===== config.mk =====
export PLATFORM = sky130hd
export DESIGN_NAME = lane_dly_move_sequencer
export DESIGN_NICKNAME = d
export VERILOG_FILES = /design/src/rtl/lane_dly_move_sequencer.sv
export SDC_FILE = /design/constraint.sdc
export NUM_CORES = 1
export LEC_CHECK = 0
export BUFFER_PORTS_ARGS = -buffer_cell sky130_fd_sc_hd__buf_2
export CAP_MARGIN = 20
export CORE_ASPECT_RATIO = 1.1
export CORE_UTILIZATION = 40
export DETAILED_ROUTE_END_ITERATION = 8
export SYNTH_ARGS = -nofsm -noshare
export SYNTH_HDL_FRONTEND = slang
export SYNTH_SLANG_ARGS = --single-unit

===== constraint.sdc =====
create_clock -name FAB_CLK -period 2.1 [get_ports FAB_CLK]
set_clock_uncertainty 0.1 [all_clocks]
set_input_delay 0.42 -clock FAB_CLK [delete_from_list [all_inputs] [get_ports FAB_CLK]]
set_output_delay 0.42 -clock FAB_CLK [all_outputs]
set_load 0.01 [all_outputs]

===== src/rtl/lane_dly_move_sequencer.sv =====
// Purpose : sequences RX/TX DQS delay-line LOAD/MOVE strobes for one DDR4 byte lane,
//           wrapping every burst in an HS_IO_CLK_PAUSE window and aborting on out-of-range.
// Latency : accept in cycle 0, DONE at 1+PAUSE_SETUP+N*(1+MOVE_GAP)+RELEASE_HOLD
//           (cycle 1 for a zero-length move request).
// Backpr. : REQ_READY is high only in IDLE; REQ_VALID while not ready is dropped (no queueing).
//
// Ports (all in the FAB_CLK domain):
//   FAB_CLK, RESET                   clock, synchronous active-high reset
//   REQ_VALID/REQ_READY              request handshake
//   REQ_SEL/REQ_LOAD/REQ_DIR/REQ_TAPS  line select (0=RX,1=TX), load flag, direction (1=inc), strobe count
//   BUSY/DONE/ERR                    status; ERR is sticky until the next accept
//   RX/TX_DELAY_LINE_OUT_OF_RANGE    from LANECTRL
//   DELAY_LINE_SEL/LOAD/DIRECTION/MOVE, HS_IO_CLK_PAUSE  to LANECTRL
//   RX_TAP_POS/TX_TAP_POS            tap position trackers (only with LANE_DLY_TAP_TRACK_EN)
//
// Optional feature macro: LANE_DLY_TAP_TRACK_EN (adds saturating per-line tap position counters).

module lane_dly_move_sequencer #(
  parameter int TAP_W        = 8,
  parameter int PAUSE_SETUP  = 4,
  parameter int MOVE_GAP     = 2,
  parameter int RELEASE_HOLD = 4
) (
  input  logic             FAB_CLK,
  input  logic             RESET,
  input  logic             REQ_VALID,
  output logic             REQ_READY,
  input  logic             REQ_SEL,
  input  logic             REQ_LOAD,
  input  logic             REQ_DIR,
  input  logic [TAP_W-1:0] REQ_TAPS,
  output logic             BUSY,
  output logic             DONE,
  output logic             ERR,
  input  logic             RX_DELAY_LINE_OUT_OF_RANGE,
  input  logic             TX_DELAY_LINE_OUT_OF_RANGE,
  output logic             DELAY_LINE_SEL,
  output logic             DELAY_LINE_LOAD,
  output logic             DELAY_LINE_DIRECTION,
  output logic             DELAY_LINE_MOVE,
`ifdef LANE_DLY_TAP_TRACK_EN
  output logic [TAP_W-1:0] RX_TAP_POS,
  output logic [TAP_W-1:0] TX_TAP_POS,
`endif
  output logic             HS_IO_CLK_PAUSE
);

  // One shared phase timer serves PAUSE, GAP and RELEASE; size it for the longest phase.
  localparam int MAX_A = (PAUSE_SETUP > MOVE_GAP) ? PAUSE_SETUP : MOVE_GAP;
  localparam int MAX_B = (MAX_A > RELEASE_HOLD) ? MAX_A : RELEASE_HOLD;
  localparam int TMR_W = (MAX_B < 2) ? 1 : $clog2(MAX_B);

  localparam logic [TMR_W-1:0] PAUSE_LAST   = TMR_W'(PAUSE_SETUP - 1);
  localparam logic [TMR_W-1:0] GAP_LAST     = TMR_W'(MOVE_GAP - 1);
  localparam logic [TMR_W-1:0] RELEASE_LAST = TMR_W'(RELEASE_HOLD - 1);

  typedef enum logic [2:0] {
    S_IDLE    = 3'd0,
    S_PAUSE   = 3'd1,
    S_STROBE  = 3'd2,
    S_GAP     = 3'd3,
    S_RELEASE = 3'd4,
    S_DONE    = 3'd5
  } state_t;

  state_t             state_q, state_d;
  logic [TMR_W-1:0]   tmr_q, tmr_d;
  logic [TAP_W-1:0]   rem_q, rem_d;
  logic               sel_q, sel_d;
  logic               load_q, load_d;
  logic               dir_q, dir_d;
  logic               abort_q, abort_d;
  logic               err_q, err_d;
  logic               ready_c;
  logic               oor_sel;

  // Only the line being adjusted may abort the request.
  assign oor_sel = sel_q ? TX_DELAY_LINE_OUT_OF_RANGE : RX_DELAY_LINE_OUT_OF_RANGE;

  // Gating with RESET keeps READY low while reset is held, so it first rises
  // on the cycle after RESET drops.
  assign REQ_READY = ready_c & ~RESET;
  assign ERR       = err_q;

  always_ff @(posedge FAB_CLK) begin
    if (RESET) begin
      state_q <= S_IDLE;
      tmr_q   <= '0;
      rem_q   <= '0;
      sel_q   <= 1'b0;
      load_q  <= 1'b0;
      dir_q   <= 1'b0;
      abort_q <= 1'b0;
      err_q   <= 1'b0;
    end else begin
      state_q <= state_d;
      tmr_q   <= tmr_d;
      rem_q   <= rem_d;
      sel_q   <= sel_d;
      load_q  <= load_d;
      dir_q   <= dir_d;
      abort_q <= abort_d;
      err_q   <= err_d;
    end
  end

  always_comb begin
    state_d              = state_q;
    tmr_d                = tmr_q;
    rem_d                = rem_q;
    sel_d                = sel_q;
    load_d               = load_q;
    dir_d                = dir_q;
    abort_d              = abort_q;
    err_d                = err_q;
    ready_c              = 1'b0;
    BUSY                 = 1'b0;
    DONE                 = 1'b0;
    DELAY_LINE_SEL       = 1'b0;
    DELAY_LINE_LOAD      = 1'b0;
    DELAY_LINE_DIRECTION = 1'b0;
    DELAY_LINE_MOVE      = 1'b0;
    HS_IO_CLK_PAUSE      = 1'b0;

    unique case (state_q)
      S_IDLE: begin
        ready_c = 1'b1;
        if (REQ_VALID && !RESET) begin
          sel_d   = REQ_SEL;
          load_d  = REQ_LOAD;
          dir_d   = REQ_DIR;
          abort_d = 1'b0;
          err_d   = 1'b0;
          tmr_d   = '0;
          // A load is always exactly one strobe regardless of REQ_TAPS.
          rem_d   = REQ_LOAD ? TAP_W'(1) : REQ_TAPS;
          if (!REQ_LOAD && (REQ_TAPS == '0)) begin
            state_d = S_DONE;
          end else begin
            state_d = S_PAUSE;
          end
        end
      end

      S_PAUSE: begin
        BUSY                 = 1'b1;
        HS_IO_CLK_PAUSE      = 1'b1;
        DELAY_LINE_SEL       = sel_q;
        DELAY_LINE_DIRECTION = dir_q;
        if (tmr_q == PAUSE_LAST) begin
          tmr_d   = '0;
          state_d = S_STROBE;
        end else begin
          tmr_d = tmr_q + TMR_W'(1);
        end
      end

      S_STROBE: begin
        BUSY                 = 1'b1;
        HS_IO_CLK_PAUSE      = 1'b1;
        DELAY_LINE_SEL       = sel_q;
        DELAY_LINE_DIRECTION = dir_q;
        DELAY_LINE_LOAD      = load_q;
        DELAY_LINE_MOVE      = ~load_q;
        tmr_d                = '0;
        state_d              = S_GAP;
      end

      S_GAP: begin
        BUSY                 = 1'b1;
        HS_IO_CLK_PAUSE      = 1'b1;
        DELAY_LINE_SEL       = sel_q;
        DELAY_LINE_DIRECTION = dir_q;
        if (oor_sel) begin
          abort_d = 1'b1;
        end
        if (tmr_q == GAP_LAST) begin
          tmr_d = '0;
          // rem_q counts the strobe just issued, so 1 means it was the last one.
          rem_d = rem_q - TAP_W'(1);
          if (abort_q || oor_sel || (rem_q <= TAP_W'(1))) begin
            state_d = S_RELEASE;
          end else begin
            state_d = S_STROBE;
          end
        end else begin
          tmr_d = tmr_q + TMR_W'(1);
        end
      end

      S_RELEASE: begin
        BUSY                 = 1'b1;
        HS_IO_CLK_PAUSE      = 1'b1;
        DELAY_LINE_SEL       = sel_q;
        DELAY_LINE_DIRECTION = dir_q;
        if (tmr_q == RELEASE_LAST) begin
          tmr_d   = '0;
          err_d   = abort_q;
          state_d = S_DONE;
        end else begin
          tmr_d = tmr_q + TMR_W'(1);
        end
      end

      S_DONE: begin
        BUSY    = 1'b1;
        DONE    = 1'b1;
        state_d = S_IDLE;
      end

      default: begin
        state_d = S_IDLE;
      end
    endcase
  end

`ifdef LANE_DLY_TAP_TRACK_EN
  logic [TAP_W-1:0] rx_pos_q, rx_pos_d;
  logic [TAP_W-1:0] tx_pos_q, tx_pos_d;

  // Next position for one strobe: load clears, moves step by one and saturate at the ends.
  function automatic logic [TAP_W-1:0] step_pos(input logic [TAP_W-1:0] pos,
                                                input logic ld, input logic up);
    logic [TAP_W-1:0] nxt;
    nxt = pos;
    if (ld) begin
      nxt = '0;
    end else if (up) begin
      if (pos != '1) nxt = pos + TAP_W'(1);
    end else begin
      if (pos != '0) nxt = pos - TAP_W'(1);
    end
    return nxt;
  endfunction

  always_comb begin
    rx_pos_d = rx_pos_q;
    tx_pos_d = tx_pos_q;
    if (state_q == S_STROBE) begin
      if (sel_q) begin
        tx_pos_d = step_pos(tx_pos_q, load_q, dir_q);
      end else begin
        rx_pos_d = step_pos(rx_pos_q, load_q, dir_q);
      end
    end
  end

  always_ff @(posedge FAB_CLK) begin
    if (RESET) begin
      rx_pos_q <= '0;
      tx_pos_q <= '0;
    end else begin
      rx_pos_q <= rx_pos_d;
      tx_pos_q <= tx_pos_d;
    end
  end

  assign RX_TAP_POS = rx_pos_q;
  assign TX_TAP_POS = tx_pos_q;
`endif

endmodule


==> results of run 1 <==
[metal layers]
| layer | global-route usage, % | part of all wire [%] | up-vias |
|---|---|---|---|
| met1 | 24.07 | 45 | 573 |
| met5 | 0 | 0 | - |
| met3 | 2.564 | 4.4 | 2 |
| met4 | 8.425 | 0.61 | 0 |
| li1 | - | - | 618 |
| met2 | 32.06 | 50 | 38 |
[logic make-up after synthesis]
family / count (synthesis) / share of synthesized area, %
DFF: 18 / 29.97
adders and majority gates: 5 / 5.203
buffers and inverters: 18 / 7.076
AOI/OAI and AO/OA: 43 / 24.45
muxes: 2 / 1.665
and+or+nand+nor: 68 / 30.18
xor gates and xnor gates: 2 / 1.457
[path summary, 6_finish.rpt]
| kind | slack, ps | cells after the start | end | start |
|---|---|---|---|---|
| worst max-delay path | 130 | 4 | DELAY_LINE_DIRECTION | state_q[0] |
| worst min-delay path | 200 | 3 | sel_q | REQ_SEL |
| worst max register to register | 270 | 4 | rem_q[4] | state_q[0] |
| worst min register to register | 390 | 2 | ERR | ERR |
[area by class of cell]
| class | instances | area, µm² | share of cell area, % |
|---|---|---|---|
| timing repair buffer | 30 | 165.2 | 11.86 |
| multi-input combinational | 120 | 757.0 | 54.36 |
| sequential | 18 | 362.8 | 26.06 |
| tap | 33 | 41.29 | 2.965 |
| inverter | 8 | 30.03 | 2.156 |
| clock buffer | 4 | 36.28 | 2.606 |
[cell usage in the layout (no fill, tap or decap), types with 2 or more instances in the layout]
cell type	count
dfxtp_2	2
nand2_1	12
nor3_1	9
a21oi_1	15
dfxtp_1	16
and2_1	3
o21ai_0	5
nor2_1	18
a211oi_1	4
inv_1	8
and3_1	3
a31oi_1	2
nor2b_1	3
buf_4	6
buf_2	24
mux2i_1	2
nor4b_1	2
nand3_1	3
a21o_1	2
a221oi_1	5
nor4_1	4
nand3b_1	5
o211ai_1	2
ha_1	5
clkbuf_4	3
[through the flow]
stage | hold slack [ps] | power [mW] | setup slack (ps) | instances | area, µm²
finish | 200.6 | 0.7740 | 131.2 | 213 | 1393
CTS | 190.9 | 0.7815 | 23.24 | 213 | 1391
global route | 189.2 | 0.8169 | 30.14 | 213 | 1393
detailed placement | 366.1 | 0.5600 | 170.5 | 209 | 1354
global placement | 356.5 | 0.5555 | 206.9 | 209 | 1354
floorplan | 345.1 | 0.5090 | 225.3 | 156 | 1202
[worst register-to-register path: cells and delay by family, from the launching register on]
kind | cells | cell delay [ps]
and+or+nand+nor | 2 | 660
AOI/OAI and AO/OA | 2 | 590
DFF | 1 | 380
[sequential cells by signal, indices dropped and copies added (netlist names)]
signal   flops
abort_q      1
rem_q        8
state_q      3
dir_q        1
load_q       1
sel_q        1
ERR          1
tmr_q        2
[power breakdown]
group / total [mW] / leakage [nW] / switching (mW) / internal, mW
clock: 0.221 / 0.0210 / 0.115 / 0.106
sequential: 0.380 / 0.148 / 0.0198 / 0.360
combinational: 0.173 / 0.402 / 0.0984 / 0.0743
[repair_timing]
item / 4_1_cts / 5_1_grt
resized for setup: 1 / 1
pin swaps: 0 / 0
endpoints found under the setup margin: 2 / 4
==> flow_summary.ini, run 1 <==
[status]
status = finished clean

[drt]
drt_iter0_drc = 38
post-route-drc-count = 0
num_vias = 1231
ant_nets = 0
vias_per_cell = 5.779
wl_um = 2957
drtPass1Iterations = 4
detail_route.wl_per_cell_um = 13.88

[yosys]
synth_top_area_cell = dfxtp_1
syn-num-nets = 177
ys_seq_area_share_pct = 29.97
avgSynthCellArea_um2 = 7.708
synth_edf_count = 0
dominantRegCellSynth = dfxtp_1
synth.distinct_cells = 40
synth_area_um2 = 1202
synthArstFlopShare_pct = 0
synthTopCellsByArea = dfxtp_1 30%, a21oi_1 6.2%, nor2_1 5.6%
yosys_warnings = 0
ys_top_cells_by_count = 18 x dfxtp_1, 18 x nor2_1, 15 x a21oi_1
synth_top_area_share_pct = 29.97
ys_ff_latch = 18
synth_cells = 156

[grt]
grt_pass1_vias = 1030
grt_overflow = 0
antenna_found_initial = 0
track_usage_pct = 19.22
grt_pass1_wl_um = 4491
grt_max_degree = 20

[sta]
rsz0062_at_grt = no
hold_violations = 0
max-slew-margin-rel_pct = 65.99
finalCriticalPeriod_ps = 1969
fin_crit_sh_pct = 93.75
fmax_mhz = 507.9
tns_ps = 0
drv_slew = 0
worstMarginPinSlew_ps = 505.5
finalSetupViolations = 0

[die]
num_io_pins = 25
fp-row-count = 20
fp.dieW_um = 54.28
initial_core_util_pct = 42.90
die_height_um = 59.51
dieArea_um2 = 3230
core_area_um2 = 2803

[worst_hold_path]
hp-class = in -> reg

[clocking]
cts_max_level = 1
path_clk_slew_ps = 110
cts_sinks = 18
clockBufferDepth = 2
cts_tree = done
post_cts_buffers = 0
cts_buffers = 3
cts-root-buf = clkbuf_4
hold_buffers = 0
clock_latency_ps = 290

[setup_path]
cp-end-kind = output pin
path_class = reg -> out
crit_family = simple AND/OR/NAND/NOR gates
crit_fanout = 6
arrival_ps = 1450
start_kind = register
max_stage_delay_ps = 380
crit_slowest_cell = dfxtp_1
cp_num_buf_inv = 1
path_cells = o21ai_0, nor2b_1, and2_1, buf_2
required_ps = 1580

[power]
ir_drop_mv = 0.2420
power_density_nw_per_um2 = 555.8
p_leak_nw = 0.5714

[place]
io_buffer_count = 24
dp_hpwl_um = 2278
gp_congestion = 0.8418

[final_layout]
area_growth_pct = 15.82
fin_util_pct = 49.69
drive_gt1_share_pct = 22.78
fill_cells = 294
nNetsFinal = 202
antenna_cells = 0

[run]
drv_cap = 0
No activity file was read; power rests on OpenSTA's default activity.
==> run 2, diff against run 1 <==
ABC_AREA = 1   (was unset)
RECOVER_POWER = 100   (was unset)
==> run 2 against run 1 <==
Wire length fell by 1.9%. Synthesized cell count rose by 27%. Register-to-register slack barely moved. Critical path depth rose by 2. Area after synthesis is 3.5% higher. Hold slack gained 88 ps. Setup slack improved by 8.3 ps. Total power increased by 52%. Final area is 1.6% lower. Critical endpoint is now DELAY_LINE_SEL.
==> flow_summary.ini, run 2 <==
[grt]
antenna_found_initial = 0
grt_overflow = 0
grt_max_degree = 14
grt_pass1_wl_um = 4830
grt_pass1_vias = 1201
track_usage_pct = 20.15

[yosys]
ys_ff_latch = 18
synth_top_family_by_area = simple AND/OR/NAND/NOR gates
synth_cells = 198
synth-xor-area-share_pct = 0
synthAdderAreaFrac_pct = 5.025
synth_mux_area_share_pct = 0
avgSynthCellArea_um2 = 6.288
synthArstFlopShare_pct = 0
synth.most_common_cell = nand2_1
syn-num-nets = 219
post_synth_and_or_nand_nor_area_fraction_pct = 33.27
synth_edf_count = 0
dominantRegCellSynth = dfxtp_1
synth_compound_area_share_pct = 20.20
ys_top_cells_by_count = 48 x nand2_1, 30 x inv_1, 29 x nor2_1
synth_area_um2 = 1245
synth_top_area_cell = dfxtp_1
synth_top_area_share_pct = 28.94
ys_seq_area_share_pct = 28.94
yosys_warnings = 0
synth.distinct_cells = 22
synthTopCellsByArea = dfxtp_1 29%, nand2_1 14%, inv_1 9.0%

[final_layout]
multi_input_area_um2 = 704.4
regMostFlops = rem_q
final_cell_mix = 49 x nand2_1, 30 x inv_1, 30 x nor2_1
largest_reg_flops = 8
nNetsFinal = 243
top_regs = rem_q (8), state_q (3), tmr_q (2)
fill_cells = 312
antenna_cells = 0
area_growth_pct = 10.05
drive_gt1_share_pct = 14.93
final_common_cell = nand2_1
register_area_um2 = 361.6

[power]
ir_drop_mv = 0.3984
power_density_nw_per_um2 = 856.3
p_leak_nw = 0.6522

[place]
dp_hpwl_um = 2248
io_buffer_count = 24
pre_cts_ws_ps = 353.8
gp_congestion = 0.8233

[drt]
drt_iter0_drc = 25
post-route-drc-count = 0
detail_route.wl_per_cell_um = 11.43
vias_per_cell = 4.980
drtPass1Iterations = 4
num_vias = 1265
ant_nets = 0
wl_um = 2902

[die]
die_height_um = 60.51
fp.dieW_um = 55.19
fp-row-count = 20
num_io_pins = 25
core_area_um2 = 2853
initial_core_util_pct = 43.64
dieArea_um2 = 3340

[status]
status = finished clean

[clocking]
cts-root-buf = clkbuf_4
cts_sinks = 18
cts_tree = done
cts_max_level = 1
path_clk_slew_ps = 130
hold_buffers = 0
cts_buffers = 3
post_cts_buffers = 0
cts_resized = 0
clockBufferDepth = 2
clock_latency_ps = 310

[setup_path]
path_class = reg -> out
required_ps = 1580
crit_fanout = 5
arrival_ps = 1440
cp-end-kind = output pin
start_kind = register

[sta]
whs_ps = 288.9
tns_ps = 0
max-slew-margin-rel_pct = 66.63
drv_slew = 0
layout_setup_ws_ps = 139.5
rsz0062_at_grt = no
finalCriticalPeriod_ps = 1960
fin_crit_sh_pct = 93.35
hold_violations = 0
worstMarginPinSlew_ps = 500.0
finalSetupViolations = 0
fmax_mhz = 510.1

[worst_hold_path]
hp-class = in -> reg

[run]
drv_cap = 0
[run 2: cell count changes after synthesis, sizes merged, moves of 4 or more]
cell | before | now
o21ai | 6 | 20
nand3 | 3 | 9
inv | 8 | 31
a211oi | 5 | 1
nand3b | 5 | 0
nor2 | 18 | 32
a21oi | 16 | 20
nand2 | 12 | 53
nor3 | 9 | 1
nor4 | 4 | 0
a221oi | 5 | 0
clkbuf | 6 | 0
[run 2: metal layers]
layer | global-route usage (%) | vias up | wire length, µm
met1 | 24.09 | 571 | 1344
met3 | 2.256 | 6 | 66
met5 | 0 | - | 0
met2 | 35.63 | 18 | 1445
li1 | - | 670 | -
met4 | 8.571 | 0 | 45
[run 2: worst paths after layout]
path / from / end / slack (ps) / depth (start not counted)
max: state_q[1] / DELAY_LINE_SEL / 140 / 6
min: RESET / rem_q[5] / 290 / 2
max reg2reg: state_q[1] / rem_q[0] / 280 / 7
min reg2reg: dir_q / dir_q / 370 / 2
[run 2: final cells by class]
| type | instances | area share (%) |
|---|---|---|
| multi-input combinational | 144 | 51.42 |
| sequential | 18 | 26.39 |
| inverter | 31 | 8.493 |
| timing repair buffer | 24 | 8.037 |
| tap | 33 | 3.014 |
| clock buffer | 4 | 2.648 |
[run 2: logic make-up (layout without fill, tap and decap cells)]
kind of cell,after synthesis,in the layout
DFF,18,18
adders and majority gates,5,5
and+or+nand+nor,95,95
buffers and inverters,36,59
AOI/OAI and AO/OA,44,44
[run 2: stage by stage]
stage	std cells	power, mW	util, %	instance area, µm²
final	254	1.173	48.03	1370
after global routing	254	1.277	48.03	1370
after detailed placement	250	0.9815	47.89	1366
after global placement	250	0.9763	47.89	1366
after floorplan	198	0.8570	-	1245
after CTS	254	1.213	49.17	1403
[run 2: where the power goes]
| part | leakage (nW) | internal, mW | switching [mW] |
|---|---|---|---|
| Combinational | 0.484 | 0.165 | 0.329 |
| Clock | 0.0210 | 0.106 | 0.126 |
| Sequential | 0.148 | 0.399 | 0.0489 |
[run 2: worst max-delay path, cell delays in order (launching register included)]
cell      delay [ps]
dfxtp_1          370
inv_1            110
nand2_1          120
nor2_4           150
inv_1             90
a21oi_1          130
clkbuf_1         170
==> run 3, diff against run 2 <==
ABC_AREA = 0   (was 1)
==> run 3 against run 2 <==
Largest cell class unchanged. First-iteration DRC count increased by 100%. Global-route usage decreased by 0.93 points. Critical path depth decreased by 2. Clock power decreased by 5%. Final cell count decreased by 16%. Count of clock-buffer cells in the layout unchanged. Final area unchanged. Critical path type unchanged. Hold slack got worse by 88 ps. Flip-flop and latch count unchanged. Critical endpoint unchanged. Fmax decreased by 1.3%.
==> flow_summary.ini, run 3 (synthesis gave the netlist of run 1 again) <==
[power]
power_density_nw_per_um2 = 561.6
ir_drop_mv = 0.2420
p_leak_nw = 0.5475

[clocking]
cts-root-buf = clkbuf_4
cts_max_level = 1
clock_latency_ps = 290
clockBufferDepth = 2
cts_buffers = 3
cts_sinks = 18
hold_buffers = 0
path_clk_slew_ps = 110
post_cts_buffers = 0
cts_tree = done

[status]
status = finished clean

[sta]
whs_ps = 201.4
rsz0062_at_grt = no
fin_crit_sh_pct = 94.60
drv_slew = 0
finalSetupViolations = 0
finalCriticalPeriod_ps = 1987
fmax_mhz = 503.4
tns_ps = 0
hold_violations = 0
max-slew-margin-rel_pct = 65.13
worstMarginPinSlew_ps = 518.3

[drt]
ant_nets = 0
num_vias = 1227
drtPass1Iterations = 4
wl_um = 2967
vias_per_cell = 5.761
drt_iter0_drc = 51
post-route-drc-count = 0
detail_route.wl_per_cell_um = 13.93

[grt]
grt_pass1_wl_um = 4491
antenna_found_initial = 0
grt_pass1_vias = 1030
grt_overflow = 0
grt_max_degree = 20
track_usage_pct = 19.22

[final_layout]
largest_reg_flops = 8
area_growth_pct = 13.94
drive_gt1_share_pct = 18.89
regMostFlops = rem_q
final_cell_mix = 18 x nor2_1, 17 x buf_2, 16 x dfxtp_1
nNetsFinal = 202
final_common_cell = nor2_1
top_regs = rem_q (8), state_q (3), tmr_q (2)
antenna_cells = 0

[setup_path]
cp-end-kind = output pin
r2r_end = rem_q[2]
arrival_ps = 1470
path_class = reg -> out
start_kind = register
crit_fanout = 6
timing.rr.start = state_q[0]
reg2reg_slack_ps = 210
reg2reg_depth = 4
startpoint = state_q[0]
required_ps = 1580

[die]
initial_core_util_pct = 42.90
num_io_pins = 25
dieArea_um2 = 3230
core_area_um2 = 2803
die_height_um = 59.51
fp.dieW_um = 54.28
fp-row-count = 20

[place]
dp_hpwl_um = 2278
io_buffer_count = 24
gp_congestion = 0.8418

[worst_hold_path]
hp-class = in -> reg
hold_depth = 3
holdPathEnd = sel_q
hp-start = REQ_SEL

[run]
drv_cap = 0
-- run 3: changes by cell type in the layout (fill, tap and decap cells not counted), sizes merged, moves of 6 or more --
cell   before  now
nand2      53   12
inv        31    8
nor2       32   18
o21ai      20    6
nor3        1    9
buf        16   23
nand3       9    3
-- run 3: worst max path at each step --
stage                           end  slack [ps]  depth (start not counted)
6_report             DELAY_LINE_SEL         110                          4
5_1_grt              DELAY_LINE_SEL          20                          4
4_1_cts             DELAY_LINE_LOAD          20                          4
3_5_place_dp               rem_q[4]         170                          5
3_3_place_gp               rem_q[4]         210                          5
2_1_floorplan  DELAY_LINE_DIRECTION         230                          5
-- run 3: metal layers --
layer	vias up	track usage, %	share of wire (%)
met2	27	32.06	50
met5	-	0	0
li1	616	-	-
met1	582	24.07	46
met3	2	2.564	3.7
met4	0	8.425	0.61
-- run 3: per-stage QoR --
stage / util [%] / cells / power, mW / cell area (µm²) / setup slack, ps
global placement: 48.30 / 209 / 0.5555 / 1354 / 206.9
CTS: 49.64 / 213 / 0.7815 / 1391 / 23.24
finish: 48.88 / 213 / 0.7694 / 1370 / 113.4
floorplan: - / 156 / 0.5090 / 1202 / 225.3
detailed placement: 48.30 / 209 / 0.5600 / 1354 / 170.5
global route: 48.88 / 213 / 0.8119 / 1370 / 20.11
-- run 3: area by class of cell --
| cell class | instances | area, µm² |
|---|---|---|
| clock buffer | 4 | 36.28 |
| fill | 304 | 1433 |
| inverter | 8 | 30.03 |
| multi-input combinational | 120 | 740.7 |
| sequential | 18 | 362.8 |
| tap | 33 | 41.29 |
| timing repair buffer | 30 | 158.9 |
-- run 3: report_power, final --
group / switching (mW) / total (mW) / internal (mW) / leakage, nW
sequential: 0.0199 / 0.380 / 0.360 / 0.148
clock: 0.115 / 0.221 / 0.106 / 0.0210
combinational: 0.0974 / 0.168 / 0.0706 / 0.378
total: 0.233 / 0.769 / 0.537 / 0.547
-- run 3: repair_timing --
| action | 4_1_cts | 5_1_grt |
|---|---|---|
| resized for setup | 1 | 1 |
| gates cloned | 0 | 0 |
| endpoints found under the setup margin | 2 | 4 |
-- run 3: worst max-delay path, cell delays in order, from the launching register on --
cell	delay, ps
dfxtp_1	380
o21ai_0	270
nor2b_1	250
and2_1	150
clkbuf_2	120
